==> src/rtl/reg_file_if.sv <==
// Bus bundle for reg_file: one write port, two combinational read ports and the wr_err flag.
// There is no valid/ready handshake. we qualifies a write at the rising edge, clr overrides it,
// and the read data follows the read addresses with no handshake.
interface reg_file_if #(
    parameter int WIDTH = 4,
    parameter int AW    = 2
);
    logic             clr;
    logic             we;
    logic [AW-1:0]    waddr;
    logic [WIDTH-1:0] wdata;
    logic [AW-1:0]    raddr_a;
    logic [WIDTH-1:0] rdata_a;
    logic [AW-1:0]    raddr_b;
    logic [WIDTH-1:0] rdata_b;
    logic             wr_err;

    modport master (
        output clr, we, waddr, wdata, raddr_a, raddr_b,
        input  rdata_a, rdata_b, wr_err
    );

    modport slave (
        input  clr, we, waddr, wdata, raddr_a, raddr_b,
        output rdata_a, rdata_b, wr_err
    );
endinterface

==> src/rtl/reg_file.sv <==
// DEPTH x WIDTH register file: synchronous write, two combinational reads, synchronous bulk clear.
// Optional macro REGFILE_BYPASS_EN adds write-first forwarding from wdata to the read ports.
module reg_file #(
    parameter int WIDTH = 4,
    parameter int DEPTH = 4,
    parameter int AW    = 2
) (
    input logic      clk,
    input logic      rst_n,
    reg_file_if.slave bus
);
    logic [WIDTH-1:0] mem_q [DEPTH];
    logic [WIDTH-1:0] mem_d [DEPTH];
    logic             wr_err_q;
    logic             wr_err_d;
    logic             waddr_ok;
    logic [WIDTH-1:0] rd_a;
    logic [WIDTH-1:0] rd_b;

    // Compare as int so DEPTH == 2**AW does not wrap to zero.
    assign waddr_ok = int'(bus.waddr) < DEPTH;

    always_comb begin
        mem_d    = mem_q;
        wr_err_d = wr_err_q;
        if (bus.clr) begin
            for (int i = 0; i < DEPTH; i++) begin
                mem_d[i] = '0;
            end
            wr_err_d = 1'b0;
        end else if (bus.we) begin
            wr_err_d = !waddr_ok;
            for (int i = 0; i < DEPTH; i++) begin
                if (waddr_ok && bus.waddr == AW'(i)) begin
                    mem_d[i] = bus.wdata;
                end
            end
        end
    end

    always_ff @(posedge clk or negedge rst_n) begin
        if (!rst_n) begin
            for (int i = 0; i < DEPTH; i++) begin
                mem_q[i] <= '0;
            end
            wr_err_q <= 1'b0;
        end else begin
            for (int i = 0; i < DEPTH; i++) begin
                mem_q[i] <= mem_d[i];
            end
            wr_err_q <= wr_err_d;
        end
    end

    // Addresses at or beyond DEPTH match no entry and read as zero.
    always_comb begin
        rd_a = '0;
        rd_b = '0;
        for (int i = 0; i < DEPTH; i++) begin
            if (bus.raddr_a == AW'(i)) rd_a = mem_q[i];
            if (bus.raddr_b == AW'(i)) rd_b = mem_q[i];
        end
`ifdef REGFILE_BYPASS_EN
        if (!rst_n || bus.clr) begin
            rd_a = '0;
            rd_b = '0;
        end else if (bus.we && waddr_ok) begin
            if (bus.raddr_a == bus.waddr) rd_a = bus.wdata;
            if (bus.raddr_b == bus.waddr) rd_b = bus.wdata;
        end
`endif
    end

    assign bus.rdata_a = rd_a;
    assign bus.rdata_b = rd_b;
    assign bus.wr_err  = wr_err_q;
endmodule
==> src/flat_wrapper.sv <==
// flat-port wrapper written by rule: the top's interface ports become plain ports
module reg_file_flat 
#(
    parameter int WIDTH = 4,
    parameter int DEPTH = 4,
    parameter int AW    = 2
)
  (clk, rst_n, bus_clr, bus_we, bus_waddr, bus_wdata, bus_raddr_a, bus_raddr_b, bus_rdata_a, bus_rdata_b, bus_wr_err);
  reg_file_if #(.WIDTH(WIDTH), .AW(AW)) bus_i ();
  input logic clk;
  input logic rst_n;
  input wire logic [$bits(bus_i.clr)-1:0] bus_clr;
  input wire logic [$bits(bus_i.we)-1:0] bus_we;
  input wire logic [$bits(bus_i.waddr)-1:0] bus_waddr;
  input wire logic [$bits(bus_i.wdata)-1:0] bus_wdata;
  input wire logic [$bits(bus_i.raddr_a)-1:0] bus_raddr_a;
  input wire logic [$bits(bus_i.raddr_b)-1:0] bus_raddr_b;
  output wire logic [$bits(bus_i.rdata_a)-1:0] bus_rdata_a;
  output wire logic [$bits(bus_i.rdata_b)-1:0] bus_rdata_b;
  output wire logic [$bits(bus_i.wr_err)-1:0] bus_wr_err;
  assign bus_i.clr = bus_clr;
  assign bus_i.we = bus_we;
  assign bus_i.waddr = bus_waddr;
  assign bus_i.wdata = bus_wdata;
  assign bus_i.raddr_a = bus_raddr_a;
  assign bus_i.raddr_b = bus_raddr_b;
  assign bus_rdata_a = bus_i.rdata_a;
  assign bus_rdata_b = bus_i.rdata_b;
  assign bus_wr_err = bus_i.wr_err;
  reg_file #(.WIDTH(WIDTH), .DEPTH(DEPTH), .AW(AW)) u_core (.clk(clk), .rst_n(rst_n), .bus(bus_i));
endmodule
==> config.mk <==
export PLATFORM = sky130hd
export DESIGN_NAME = reg_file_flat
export DESIGN_NICKNAME = d
export VERILOG_FILES = /design/src/rtl/reg_file_if.sv /design/src/rtl/reg_file.sv /design/src/flat_wrapper.sv
export SDC_FILE = /design/constraint.sdc
export NUM_CORES = 1
export LEC_CHECK = 0
export ABC_AREA = 1
export BUFFER_PORTS_ARGS = -buffer_cell sky130_fd_sc_hd__buf_2
export CAP_MARGIN = 20
export CORE_MARGIN = 4
export CORE_UTILIZATION = 30
export CTS_CLUSTER_SIZE = 14
export DETAILED_ROUTE_END_ITERATION = 10
export PLACE_DENSITY = 0.57
export SLEW_MARGIN = 5
export SYNTH_ARGS = -nofsm -noshare
export SYNTH_HDL_FRONTEND = slang
export SYNTH_SLANG_ARGS = --single-unit
==> constraint.sdc <==
create_clock -name clk -period 0.9 [get_ports clk]
set_input_delay 0.135 -clock clk [delete_from_list [all_inputs] [get_ports clk]]
set_output_delay 0.135 -clock clk [all_outputs]
set_load 0.01 [all_outputs]
==> impl_metrics.json, run 1 <==
{
  "final.setup.tns_ns": -2.259,
  "ant_nets": 0,
  "synth_seq_area_share_pct": 41.83,
  "grt_usage_pct": 13.97,
  "p_per_area_nw_per_um2": 1136,
  "yosysMostFrequentCell": "nand3_1",
  "violations": "setup timing",
  "netlist_area_um2": 957.2,
  "regArea_um2": 400.4,
  "setup_ws_ns": -0.2989,
  "synth_nets": 147,
  "clk_pin_slew_ns": 0.09,
  "synth_enable_flop_cells": 0,
  "synth-seq-cells": 16,
  "drtPass1Iterations": 4,
  "wl_um": 2614,
  "diodes": 0,
  "outcome": "finished, violations left",
  "io_pins": 23,
  "max_cap_violations": 0,
  "design.core.area_um2": 3053,
  "clock_path_buffers": 2,
  "end_kind": "output port",
  "worstPathMaxFanout": 3,
  "fin_crit_sh_pct": 133.2,
  "multi_input_area_um2": 475.5,
  "dieArea_um2": 4158,
  "gp_congestion": 0.9318,
  "grt_max_degree": 17,
  "synthCells": 133,
  "initial_core_util_pct": 31.35,
  "ys_types": 11,
  "rsz0062_at_grt": "yes",
  "drcViolationCount": 0,
  "ys_warn_count": 0,
  "via_per_inst": 4.870,
  "wl_per_cell_um": 12.57,
  "detailed_place_hpwl_um": 2095,
  "drive_gt1_share_pct": 26.83,
  "hold_viol": 0,
  "final.min_clock_period_ns": 1.199,
  "fin_skew_ns": 0,
  "rows": 20,
  "clock-sinks": 16,
  "netlist_top_cells_count": "45 x nand3_1, 32 x nand2_1, 16 x dfrtp_1, 13 x inv_1, 8 x nand4_1",
  "grt_antenna_before_repair": 0,
  "fin_nets": 180,
  "worstPathRequired_ns": 0.76,
  "clk_latency_ns": 0.29,
  "grt_pass1_wl_um": 4416,
  "syn_avg_cell_area_um2": 7.197,
  "critPathLaunchType": "flip-flop",
  "die_w_um": 64.49,
  "grt_overflow_total": 0,
  "power_leakage_nw": 0.6801,
  "yosysTopAreaCell": "dfrtp_1",
  "crit_type": "reg2out",
  "cts-root-buf": "clkbuf_4",
  "n_fill_cell": 334,
  "async_flop_share_pct": 100.0,
  "ys.flop_type": "dfrtp_1",
  "synth_top_area_share_pct": 41.83,
  "finalSetupViolCount": 8,
  "crit_arrival_ns": 1.06,
  "drtIter0Drc": 63,
  "numPortBuffers": 21,
  "hp-class": "in2reg",
  "drv_slew": 0,
  "top_regs": "u_core.mem_q: 16 flops",
  "grt_pass1_vias": 949,
  "die_h_um": 64.49,
  "largest_reg_flops": 16,
  "final_core_util_pct": 40.04,
  "vdd_drop_max_mv": 0.4538,
  "cts-buffers-inserted": 3,
  "top_register": "u_core.mem_q",
  "timing.fmax_mhz": 834.1,
  "synthTopCellsByArea": "dfrtp_1 42%, nand3_1 24%, nand2_1 13%",
  "num_vias": 1013,
  "htreeDepth": 1,
  "areaGrowthSynthToFinish_pct": 27.71,
  "cts_tree": "built"
}
-- where the power goes --
group / switching (mW) / internal, mW
registers: 0.0249 / 0.742
logic: 0.155 / 0.0992
clock network: 0.213 / 0.156
-- layout make-up --
class,count,share of cell area (%)
multi-input combinational,96,38.89
sequential,16,32.75
timing repair buffer,36,18.01
tap,44,4.504
inverter,13,3.992
clock buffer,3,1.842
-- routing by layer --
layer	vias to the layer above	GRT usage, %	wire length (um)
met2	19	22.94	1299
met4	0	7.916	27
met1	481	17.97	1219
li1	511	-	-
met3	2	1.213	68
met5	-	0	0
-- repair_timing --
action	4_1_cts	5_1_grt
setup endpoints to repair	8	8
pin swaps	18	8
resized for setup	0	3
setup buffers	2	4
hold buffers	1	0
endpoints found under the hold margin	16	0
-- layout by cell type, fill, tap and decap left out, drive strengths merged --
cell type	instances
buf	35
clkbuf	3
conb	1
dfrtp	16
dlygate4sd3	1
inv	13
nand2	32
nand3	48
nand4	8
nor2	3
o21ai	4
-- worst paths after layout --
path,startpoint,cells after the start,to,slack [ns]
setup / recovery,u_core.mem_q[2]$_DFFE_PN0P_,3,bus_rdata_a[2],-0.30
setup reg to reg,u_core.mem_q[0]$_DFFE_PN0P_,3,u_core.mem_q[0]$_DFFE_PN0P_,0.10
hold reg to reg,u_core.mem_q[13]$_DFFE_PN0P_,2,u_core.mem_q[13]$_DFFE_PN0P_,0.57
hold / removal,bus_wdata[1],3,u_core.mem_q[1]$_DFFE_PN0P_,0.13
min in group asynchronous,rst_n,2,u_core.mem_q[9]$_DFFE_PN0P_,0.28
max in group asynchronous,rst_n,2,u_core.mem_q[15]$_DFFE_PN0P_,0.35
-- cell families after synthesis --
group                  synth area share [%]
other                                0.3918
and+or+nand+nor                       45.62
AOI/OAI and AO/OA                     2.092
buffers and inverters                 10.07
DFF                                   41.83
-- critical path, cell delays in order (launching register included) --
cell	delay (ns)
dfrtp_1	0.41
nand3_1	0.09
nand4_1	0.12
buf_2	0.15
-- through the flow --
stage	worst slack, ns	hold WS (ns)	power (mW)	cells	area, um2
after detailed placement	-0.01812	0.06814	1.015	198	1130
after CTS	-0.3020	0.1310	1.389	204	1177
final	-0.2989	0.1310	1.389	208	1222
after global placement	-0.02696	0.06665	1.011	198	1130
after floorplan	0.1178	-0.1606	0.9098	133	957.2
after global routing	-0.3731	0.1365	1.475	208	1222
Note: power is estimated with default switching activity, not from simulation.
==> run 2, diff against run 1 <==
--- a/config.mk
+++ b/config.mk
@@ -9,10 +9,10 @@
 export BUFFER_PORTS_ARGS = -buffer_cell sky130_fd_sc_hd__buf_2
 export CAP_MARGIN = 20
 export CORE_MARGIN = 4
-export CORE_UTILIZATION = 30
+export CORE_UTILIZATION = 50
 export CTS_CLUSTER_SIZE = 14
 export DETAILED_ROUTE_END_ITERATION = 10
-export PLACE_DENSITY = 0.57
+export PLACE_DENSITY = 0.82
 export SLEW_MARGIN = 5
 export SYNTH_ARGS = -nofsm -noshare
 export SYNTH_HDL_FRONTEND = slang
==> run 2 against run 1 <==
The run still ends with setup timing left. Via count is 12% higher. Core utilization is 31 points higher. Fmax is 1.7% lower. Cell count is 6.3% lower. Wire length is 14% higher. Clock power is 31% higher. First-iteration DRC count is 29% lower. Power is 9.9% higher. Setup slack worse by 0.020 ns. Design area is 2.7% higher. Critical path depth stayed put. Non-clock buffer count is 5 higher.
==> impl_metrics.json, run 2 (synthesis results as in run 1) <==
{
  "io_pins": 23,
  "cts-root-buf": "clkbuf_4",
  "num_vias": 1136,
  "fin_crit_sh_pct": 135.4,
  "power_leakage_nw": 0.7148,
  "htreeDepth": 1,
  "worstPathMaxFanout": 3,
  "critPathSlowestCell": "dfrtp_1",
  "hold_viol": 0,
  "worstPathRequired_ns": 0.76,
  "clock_path_buffers": 2,
  "drtIter0Drc": 45,
  "critPathLaunchType": "flip-flop",
  "detailed_place_hpwl_um": 2067,
  "drcViolationCount": 0,
  "numPortBuffers": 21,
  "cts_tree": "built",
  "drv_slew": 0,
  "largest_reg_flops": 16,
  "crit_path_start": "u_core.mem_q[10]$_DFFE_PN0P_",
  "layout_commonest_cell": "nand3_1",
  "drtPass1Iterations": 4,
  "regArea_um2": 400.4,
  "diodes": 0,
  "hp-start": "bus_wdata[0]",
  "grt_overflow_total": 0,
  "top_regs": "u_core.mem_q: 16 flops",
  "fin_nets": 185,
  "clock-sinks": 16,
  "wl_per_cell_um": 15.32,
  "crit_type": "reg2out",
  "wl_um": 2988,
  "violations": "setup timing",
  "grt_pass1_wl_um": 4574,
  "clk_latency_ns": 0.29,
  "fin_cells": 195,
  "rsz0062_at_grt": "yes",
  "p_per_area_nw_per_um2": 1216,
  "end_kind": "output port",
  "grt_usage_pct": 22.96,
  "n_fill_cell": 151,
  "final_cell_mix": "41 x nand3_1, 32 x nand2_1, 21 x buf_2, 19 x buf_4, 16 x dfrtp_1",
  "crit_chain": "nand3_1, nand4_1, buf_2",
  "drive_gt1_share_pct": 30.00,
  "top_register": "u_core.mem_q",
  "clk_pin_slew_ns": 0.10,
  "gp_congestion": 0.9007,
  "finalSetupViolCount": 9,
  "grt_antenna_before_repair": 0,
  "areaGrowthSynthToFinish_pct": 31.11,
  "via_per_inst": 5.826,
  "cts-buffers-inserted": 3,
  "post-place-cells": 178,
  "ant_nets": 0,
  "final.min_clock_period_ns": 1.219,
  "r2r-start": "u_core.mem_q[0]$_DFFE_PN0P_",
  "crit_arrival_ns": 1.08,
  "outcome": "finished, violations left",
  "max_stage_delay_ns": 0.43,
  "vdd_drop_max_mv": 1.121,
  "dieArea_um2": 2679,
  "rows": 15,
  "multi_input_area_um2": 480.5,
  "hp-class": "in2reg",
  "die_w_um": 51.76,
  "die_h_um": 51.76,
  "design.core.area_um2": 1764,
  "timing.fmax_mhz": 820.3,
  "max_cap_violations": 0,
  "initial_core_util_pct": 54.26,
  "grt_max_degree": 17,
  "setup_ws_ns": -0.3190,
  "fin_skew_ns": 0,
  "grt_pass1_vias": 1059,
  "place_ws_ns": -0.01164
}
run 2: cell types whose count changed in the layout (fill, tap and decap cells not counted):
cell	change
nand3_1	-1
o21ai_1	+1
o21ai_0	-1
clkbuf_8	+1
nand3_2	+1
buf_4	+5
run 2: through the flow:
stage | utilization, % | instance area (um2) | hold slack (ns) | setup TNS [ns] | total power, mW
6_report | 71.13 | 1255 | 0.1318 | -2.424 | 1.526
5_1_grt | 71.13 | 1255 | 0.1324 | -2.786 | 1.591
4_1_cts | 68.72 | 1212 | 0.1383 | -2.142 | 1.500
3_5_place_dp | 62.27 | 1099 | 0.06283 | -0.02748 | 1.011
3_3_place_gp | 62.27 | 1099 | 0.05759 | -0.01110 | 0.9994
2_1_floorplan | - | 957.2 | -0.1606 | 0 | 0.9098
run 2: repair_timing:
action / in CTS / in global routing
endpoints found under the setup margin: 8 / 8
hold buffers: 1 / 0
setup buffers: 9 / 3
gates cloned: 0 / 0
hold endpoints to repair: 16 / 0
pin swaps: 21 / 5
gates resized for setup: 0 / 5
run 2: area by class of cell:
type / instances / area share [%]
clock buffer: 4 / 2.891
inverter: 13 / 3.888
tap: 25 / 2.493
sequential: 16 / 31.90
timing repair buffer: 41 / 20.54
multi-input combinational: 96 / 38.29
run 2: final timing paths:
kind / endpoint / slack (ns) / cells past startpoint
worst max-delay path: bus_rdata_a[2] / -0.32 / 3
worst min-delay path: u_core.mem_q[0]$_DFFE_PN0P_ / 0.13 / 3
worst max register to register: u_core.mem_q[0]$_DFFE_PN0P_ / -0.02 / 4
worst min register to register: u_core.mem_q[14]$_DFFE_PN0P_ / 0.59 / 2
max in group asynchronous: u_core.mem_q[9]$_DFFE_PN0P_ / 0.37 / 2
min in group asynchronous: u_core.mem_q[8]$_DFFE_PN0P_ / 0.27 / 2
run 2: worst max-delay path, delay by kind of cell, from the launching register on:
kind          cells  cell delay (ns)
buf+inv           1             0.15
flops             1             0.43
simple gates      2             0.21
run 2: power by group:
group          total, mW  switching, mW  internal, mW
logic              0.273          0.167         0.106
clock network      0.485          0.239         0.247
registers          0.768         0.0260         0.742
run 2: routing by layer:
metal,vias to the layer above,wire (um),global-route usage [%]
met5,-,0,0
li1,520,-,-
met1,526,1142,26.00
met2,73,1484,40.89
met3,17,245,3.152
met4,0,116,13.10
